<file path="config.mk">
export PLATFORM = sky130hd
export DESIGN_NAME = sum_parallel_lanes
export DESIGN_NICKNAME = d
export VERILOG_FILES = /design/src/rtl/sum_parallel_lanes.sv
export SDC_FILE = /design/constraint.sdc
export NUM_CORES = 1
export LEC_CHECK = 0
export BUFFER_PORTS_ARGS = -buffer_cell sky130_fd_sc_hd__buf_4
export CAP_MARGIN = 20
export CORE_MARGIN = 2
export CORE_UTILIZATION = 60
export DETAILED_ROUTE_END_ITERATION = 8
export PLACE_DENSITY = 0.78
export SYNTH_ARGS = -nofsm -noshare
export SYNTH_HDL_FRONTEND = slang
export SYNTH_SLANG_ARGS = --single-unit
</file>
<file path="constraint.sdc">
create_clock -name CLK -period 3.8 [get_ports CLK]
set_input_delay 0 -clock CLK [delete_from_list [all_inputs] [get_ports CLK]]
set_output_delay 0 -clock CLK [all_outputs]
set_load 0.03 [all_outputs]
</file>
<file path="src/rtl/sum_parallel_lanes.sv">
// Frame summer: spreads N_SAMPLES valid-qualified samples across LANES interleaved
// lane accumulators, then reduces the lanes into one registered frame sum.
module sum_parallel_lanes #(
  parameter int DATA_W    = 8,
  parameter int N_SAMPLES = 128,
  parameter int LANES     = 4,
  parameter int SIGNED    = 0,
  localparam int SUM_W    = DATA_W + $clog2(N_SAMPLES)
) (
  input  logic              CLK,
  input  logic              RST,
  input  logic [DATA_W-1:0] data_in,
  input  logic              data_valid,
  input  logic              data_start,
  output logic              busy,
  output logic [SUM_W-1:0]  sum,
  output logic              sum_valid,
  output logic              frame_err
);

  localparam int CNT_W = $clog2(N_SAMPLES);
  localparam int ACC_W = DATA_W + $clog2(N_SAMPLES / LANES);

  typedef enum logic [1:0] {
    S_IDLE,
    S_ACCUM,
    S_DRAIN,
    S_REDUCE
  } state_t;

  state_t             state_q, state_d;
  logic [CNT_W-1:0]   cnt_q, cnt_d;
  logic [SUM_W-1:0]   sum_q, sum_d;
  logic               sum_valid_q, sum_valid_d;
  logic               frame_err_q, frame_err_d;

  logic               start_req;
  logic               accept;
  logic               restart;
  logic [CNT_W-1:0]   slot;
  logic [SUM_W-1:0]   acc_ext [LANES];
  logic [SUM_W-1:0]   lane_total;

  assign start_req = data_valid && data_start;

  always_comb begin
    state_d     = state_q;
    cnt_d       = cnt_q;
    accept      = 1'b0;
    restart     = 1'b0;
    frame_err_d = 1'b0;
    unique case (state_q)
      S_IDLE: begin
        if (start_req) begin
          accept  = 1'b1;
          restart = 1'b1;
          cnt_d   = CNT_W'(1);
          state_d = S_ACCUM;
        end
      end
      S_ACCUM: begin
        if (start_req) begin
          // Abort: the new start becomes sample 0 of a fresh frame.
          accept      = 1'b1;
          restart     = 1'b1;
          frame_err_d = 1'b1;
          cnt_d       = CNT_W'(1);
        end else if (data_valid) begin
          accept = 1'b1;
          cnt_d  = cnt_q + CNT_W'(1);
          if (cnt_q == CNT_W'(N_SAMPLES - 1)) begin
            state_d = S_DRAIN;
          end
        end
      end
      S_DRAIN: begin
        frame_err_d = start_req;
        state_d     = S_REDUCE;
      end
      S_REDUCE: begin
        frame_err_d = start_req;
        state_d     = S_IDLE;
      end
      default: state_d = S_IDLE;
    endcase
  end

  assign slot = restart ? '0 : cnt_q;

  genvar gi;
  generate
    for (gi = 0; gi < LANES; gi++) begin : g_lane
      logic [DATA_W-1:0] reg_q;
      logic              pend_q;
      logic [ACC_W-1:0]  acc_q, acc_d;
      logic [ACC_W-1:0]  reg_ext;
      logic              hit;
      logic              sign_bit;

      assign hit      = accept && ((slot & CNT_W'(LANES - 1)) == CNT_W'(gi));
      assign sign_bit = (SIGNED != 0) && reg_q[DATA_W-1];
      assign reg_ext  = {{(ACC_W - DATA_W){sign_bit}}, reg_q};
      // A restart discards any add still pending from the aborted frame.
      assign acc_d    = restart ? '0 : (pend_q ? acc_q + reg_ext : acc_q);

      always_ff @(posedge CLK or posedge RST) begin
        if (RST) begin
          reg_q  <= '0;
          pend_q <= 1'b0;
          acc_q  <= '0;
        end else begin
          if (hit) begin
            reg_q <= data_in;
          end
          pend_q <= hit;
          acc_q  <= acc_d;
        end
      end

      if (SUM_W > ACC_W) begin : g_widen
        assign acc_ext[gi] = {{(SUM_W - ACC_W){(SIGNED != 0) && acc_q[ACC_W-1]}}, acc_q};
      end else begin : g_same
        assign acc_ext[gi] = acc_q;
      end
    end
  endgenerate

  always_comb begin
    lane_total = '0;
    for (int l = 0; l < LANES; l++) begin
      lane_total = lane_total + acc_ext[l];
    end
  end

  always_comb begin
    sum_d       = sum_q;
    sum_valid_d = 1'b0;
    if (state_q == S_REDUCE) begin
      sum_d       = lane_total;
      sum_valid_d = 1'b1;
    end
  end

  always_ff @(posedge CLK or posedge RST) begin
    if (RST) begin
      state_q     <= S_IDLE;
      cnt_q       <= '0;
      sum_q       <= '0;
      sum_valid_q <= 1'b0;
      frame_err_q <= 1'b0;
    end else begin
      state_q     <= state_d;
      cnt_q       <= cnt_d;
      sum_q       <= sum_d;
      sum_valid_q <= sum_valid_d;
      frame_err_q <= frame_err_d;
    end
  end

  assign busy      = (state_q != S_IDLE);
  assign sum       = sum_q;
  assign sum_valid = sum_valid_q;
  assign frame_err = frame_err_q;

endmodule

</file>
# == Word-level counts from Yosys, hierarchy flattened ==
# Cells that the tools add are included.
# word_totals
reg_bits,114
wordCells,79
# classes
n_mux,25
addsub,8
eq_ne,12
n_reduce_logical,17
# ops
operator,count
two-way mux 13 bit,8
adder 13 x 8 -> 13 bit,4
two-way mux 7 bit,3
adder 14 x 13 -> 15 bit,1
adder 15 x 13 -> 15 bit,1
adder 13 x 13 -> 14 bit,1
case mux 7 bit (2 select lines),1
nonzero test 2 bit,6
two-way mux 2 bit,5
"== test 2 bit, second input constant",4
"!= test 2 bit, second input constant",4
case mux 2 bit (4 select lines),1
"adder 7 x 1 -> 7 bit, second input constant",1
"== test 7 bit, second input constant",1
logical NOT 7 bit,1
logical AND 1 bit,5
two-way mux 1 bit,5
"== test 2 x 1 -> 1 bit, second input constant",2
case mux 1 bit (2 select lines),2
AND reduction 4 bit,1
OR reduction 2 bit,2
"!= test 3 bit, second input constant",1
AND reduction 3 bit,1
logical NOT 2 bit,1

# == Longest topological paths before layout ==
# depth
ltp_word,6
mapped_depth,12

# == Worst setup path before layout ==
# Ideal clock, no wire load.
# synth_timing
path_type,register to register
startpoint,register g_lane[0].acc_q[1]
endpoint,register sum_q[13] (netlist: sum[13])
path_buffers,0
period_less_slack_ps,3131
setup_time_ps,145
arrival_time_ps,2986
required_time_ps,3655
stages_incl_launch_ff,13
setup_slack_ps,669
path_cell_list,dfrtp_1 > inv_1 > fa_1 > inv_1 > fa_1 > ha_1 > inv_1 > fa_1 > nand2b_1 > a21oi_1 > o21ai_0 > a221oi_1 > o221ai_1
# synth_via
elab_chain_cells,3
# synth_rtl
element,line_no,rtl
from (decl),95,"logic [ACC_W-1:0] acc_q, acc_d;"
from (signal assigned),110,acc_q <= '0;
from (signal assigned),116,acc_q <= acc_d;
adder 13 x 13 -> 14 bit,131,lane_total = lane_total + acc_ext[l];
adder 14 x 13 -> 15 bit,131,
adder 15 x 13 -> 15 bit,131,
to (signal assigned),154,sum_q <= sum_d;
to (decl),33,"logic [SUM_W-1:0] sum_q, sum_d;"
# Every way passes these cells.
# A chain may end at the register's enable or synchronous reset.

# == Worst setup path in the final report ==
# Same ends and word-level chain as after synthesis.

==> run metrics <==
crit path capture type=flop; Synthesized Nets=834; antenna violations before repair=0; Die Area=13,200 um^2; Final Hold Viols=0; area fraction in compound gates after synthesis=0.150; # diodes=0; area of the core=12,000 um^2; Area contributors post-synth=dfrtp_1 39%, ha_1 8.6%, fa_1 8.1%; DRT Wirelength=about 17 mm; Power Total=a little over 6 mW; final setup violation count=0; Metal-1 WL=approximately 7.4 mm; Final GP Congestion=0.876; minimum clock period after layout=about 3500 ps; Cell Area, Synth=7410 um^2; Place WS=~320 ps; final antenna-violating net count=0; Synth Warn #=0; r2r setup slk=320 ps; WP data required=4060 ps; P_leak=4.01 nW; Post-DP HPWL=11.9 mm; number of distinct library cells after synthesis=63; status=finished, final reports clean; total track usage=0.277; Inserted Clock Buffers=17; first-pass GRT wire length=~28 mm; Worst slew margin=0.415; H-tree depth=4; met3 wire len=648 um; clock-pin slew on the worst setup and hold paths=50 ps; register area share after synthesis=0.385; worst r2r path cells=12; DR vias/cell=5.98; Final period util=0.917; Initial Util=0.617; # rows=40; layout cell share with drive strength beyond 1=0.139; Vias=5,659; Root Buffer=clkbuf_16; Worst EP arrival=~3800 ps; FMAX=287 MHz; PwrDens=just over 700 nW/um^2; CTS tree=yes; CTS resizes=0; top-area cell type share of the netlist area=0.385; Synth Flop Type=dfrtp_1; nets=879; Avg Inst Size Synth=~10 um^2; Startpoint Class=flop; Hold/Removal Path Class=in -> async; area share of and/or/nand/nor cells after synthesis=0.127; io pins=30; Worst Clk Skew=~8.6 ps; met2 wire length=8.20 mm; maxcap violations=0; count of state elements after synthesis=114; most common cell after layout, fill and taps aside=dfrtp_1; Slew Limit Fails=0; clock latency on the worst-skew pair=around 420 ps; vias in the first global route=5,637; DR WL/cell=between 15 and 20 um; adder-cell share of the synthesized area=0.167; Worst IR Drop VDD=0.535 mV; clock sink total=114; xor/xnor share of the synthesized area=0.0378; Max Root-Sink Buffers=2; CP max FO=3; drt initial violations=345; area leader, netlist=dfrtp_1; Min Hold Slack=270 ps; Die Height=115 um; final worst slack=315 ps; largest net degree at the start of global routing=60; Port Buffers=29; main combinational cell family by area after synthesis=adder cells; Worst R2R Start=g_lane[0].acc_q[1]; RSZ-0062 raised after global routing=false; Tightest Pin Transition=approximately 880 ps; Die W=between 100 and 150 um; Reg-to-Reg End=sum[13]; first-pass iteration count of the detailed router=4; post-CTS setup buffer count=0; mux cell area share after synthesis=0.0738; EDFF count, synth=0; setup_tns=0 ps; Synth Instances=between 700 and 800; grt ovf=0; area grow syn2layout=14.8%; critical path class=reg -> reg; uppermost layer routed=met4; async set-or-reset flop fraction in the synthesized netlist=1.00; most frequent cells in the layout=114 x dfrtp_1, 92 x inv_1, 51 x ha_1; DR DRC count=0
[per-layer routing]
metal | up-vias | global-route usage
met4 | 0 | 0.0932
met3 | 32 | 0.0601
met5 | - | 0
met2 | 125 | 0.458
met1 | 2814 | 0.366
li1 | 2688 | -
[critical path, cell delays in order, from the launching register on]
cell      delay [ps]
dfrtp_1          370
inv_1            100
fa_1             540
inv_1             50
fa_1             530
ha_1             200
inv_1             60
fa_1             400
nand2b_1         180
a21oi_1          260
o21ai_0          190
a221oi_1         290
o221ai_1         150
[registers in the layout, summed over array words and instances, names as in the netlist]
name           flops
cnt_q              7
frame_err          1
g_lane.acc_q      52
g_lane.pend_q      4
g_lane.reg_q      32
state_q            2
sum               15
sum_valid          1
[worst max-delay path by stage]
| stage | slack [ps] | startpoint | cells after the start | end |
|---|---|---|---|---|
| after floorplan | 670 | g_lane[0].acc_q[1] | 12 | sum[13] |
| after global placement | 410 | g_lane[0].acc_q[1] | 12 | sum[13] |
| after detailed placement | 320 | g_lane[0].acc_q[1] | 12 | sum[13] |
| after CTS | 330 | g_lane[0].acc_q[1] | 12 | sum[13] |
| after global routing | 130 | g_lane[0].acc_q[1] | 12 | sum[13] |
| final | 320 | g_lane[0].acc_q[1] | 12 | sum[13] |
[stage by stage]
| step | util | instances | instance area [um^2] |
|---|---|---|---|
| global placement | 0.647 | 903 | 7770 |
| global route | 0.708 | 946 | 8500 |
| CTS | 0.708 | 946 | 8500 |
| floorplan | - | 741 | 7410 |
| detailed placement | 0.647 | 903 | 7770 |
| finish | 0.708 | 946 | 8500 |
[synthesized netlist by cell type (all sizes together) (15+ instances only)]
| library cell | instances |
|---|---|
| dfrtp | 114 |
| nand3 | 15 |
| a21o | 19 |
| mux2 | 37 |
| xor2 | 16 |
| ha | 51 |
| fa | 30 |
| nor2 | 50 |
| o211ai | 15 |
| a21oi | 48 |
| nand2 | 42 |
| inv | 93 |
| xnor2 | 16 |
| o21ai | 33 |
[repair_timing]
item,CTS,global route
hold buffers,11,0
hold endpoints to repair,92,0
setup endpoints to repair,0,0
[kinds of logic after synthesis]
logic type               after synthesis
AO/OA/AOI/OAI                        167
XOR/XNOR                              32
adder cells (fa/ha/maj)               81
buffers and inverters                113
flip-flops                           114
multiplexers                          50
AND/OR/NAND/NOR                      184
[area by class of cell]
| class | instances | area (um^2) |
|---|---|---|
| flip-flops and latches | 114 | 2850 |
| repair buffers | 44 | 358 |
| clock buffers | 22 | 464 |
| inverters | 95 | 359 |
| clock inverters | 10 | 156 |
| fillers | 872 | 3510 |
| well taps | 147 | 184 |
| multi-input cells | 514 | 4130 |
[where the power goes]
part	switching (mW)	total [mW]	internal (mW)	leakage (nW)
Combinational	1.47	2.58	1.11	2.20
Sequential	0.276	1.85	1.57	1.51
Clock	0.559	1.69	1.13	0.304
(Power assumes the default switching activity.)
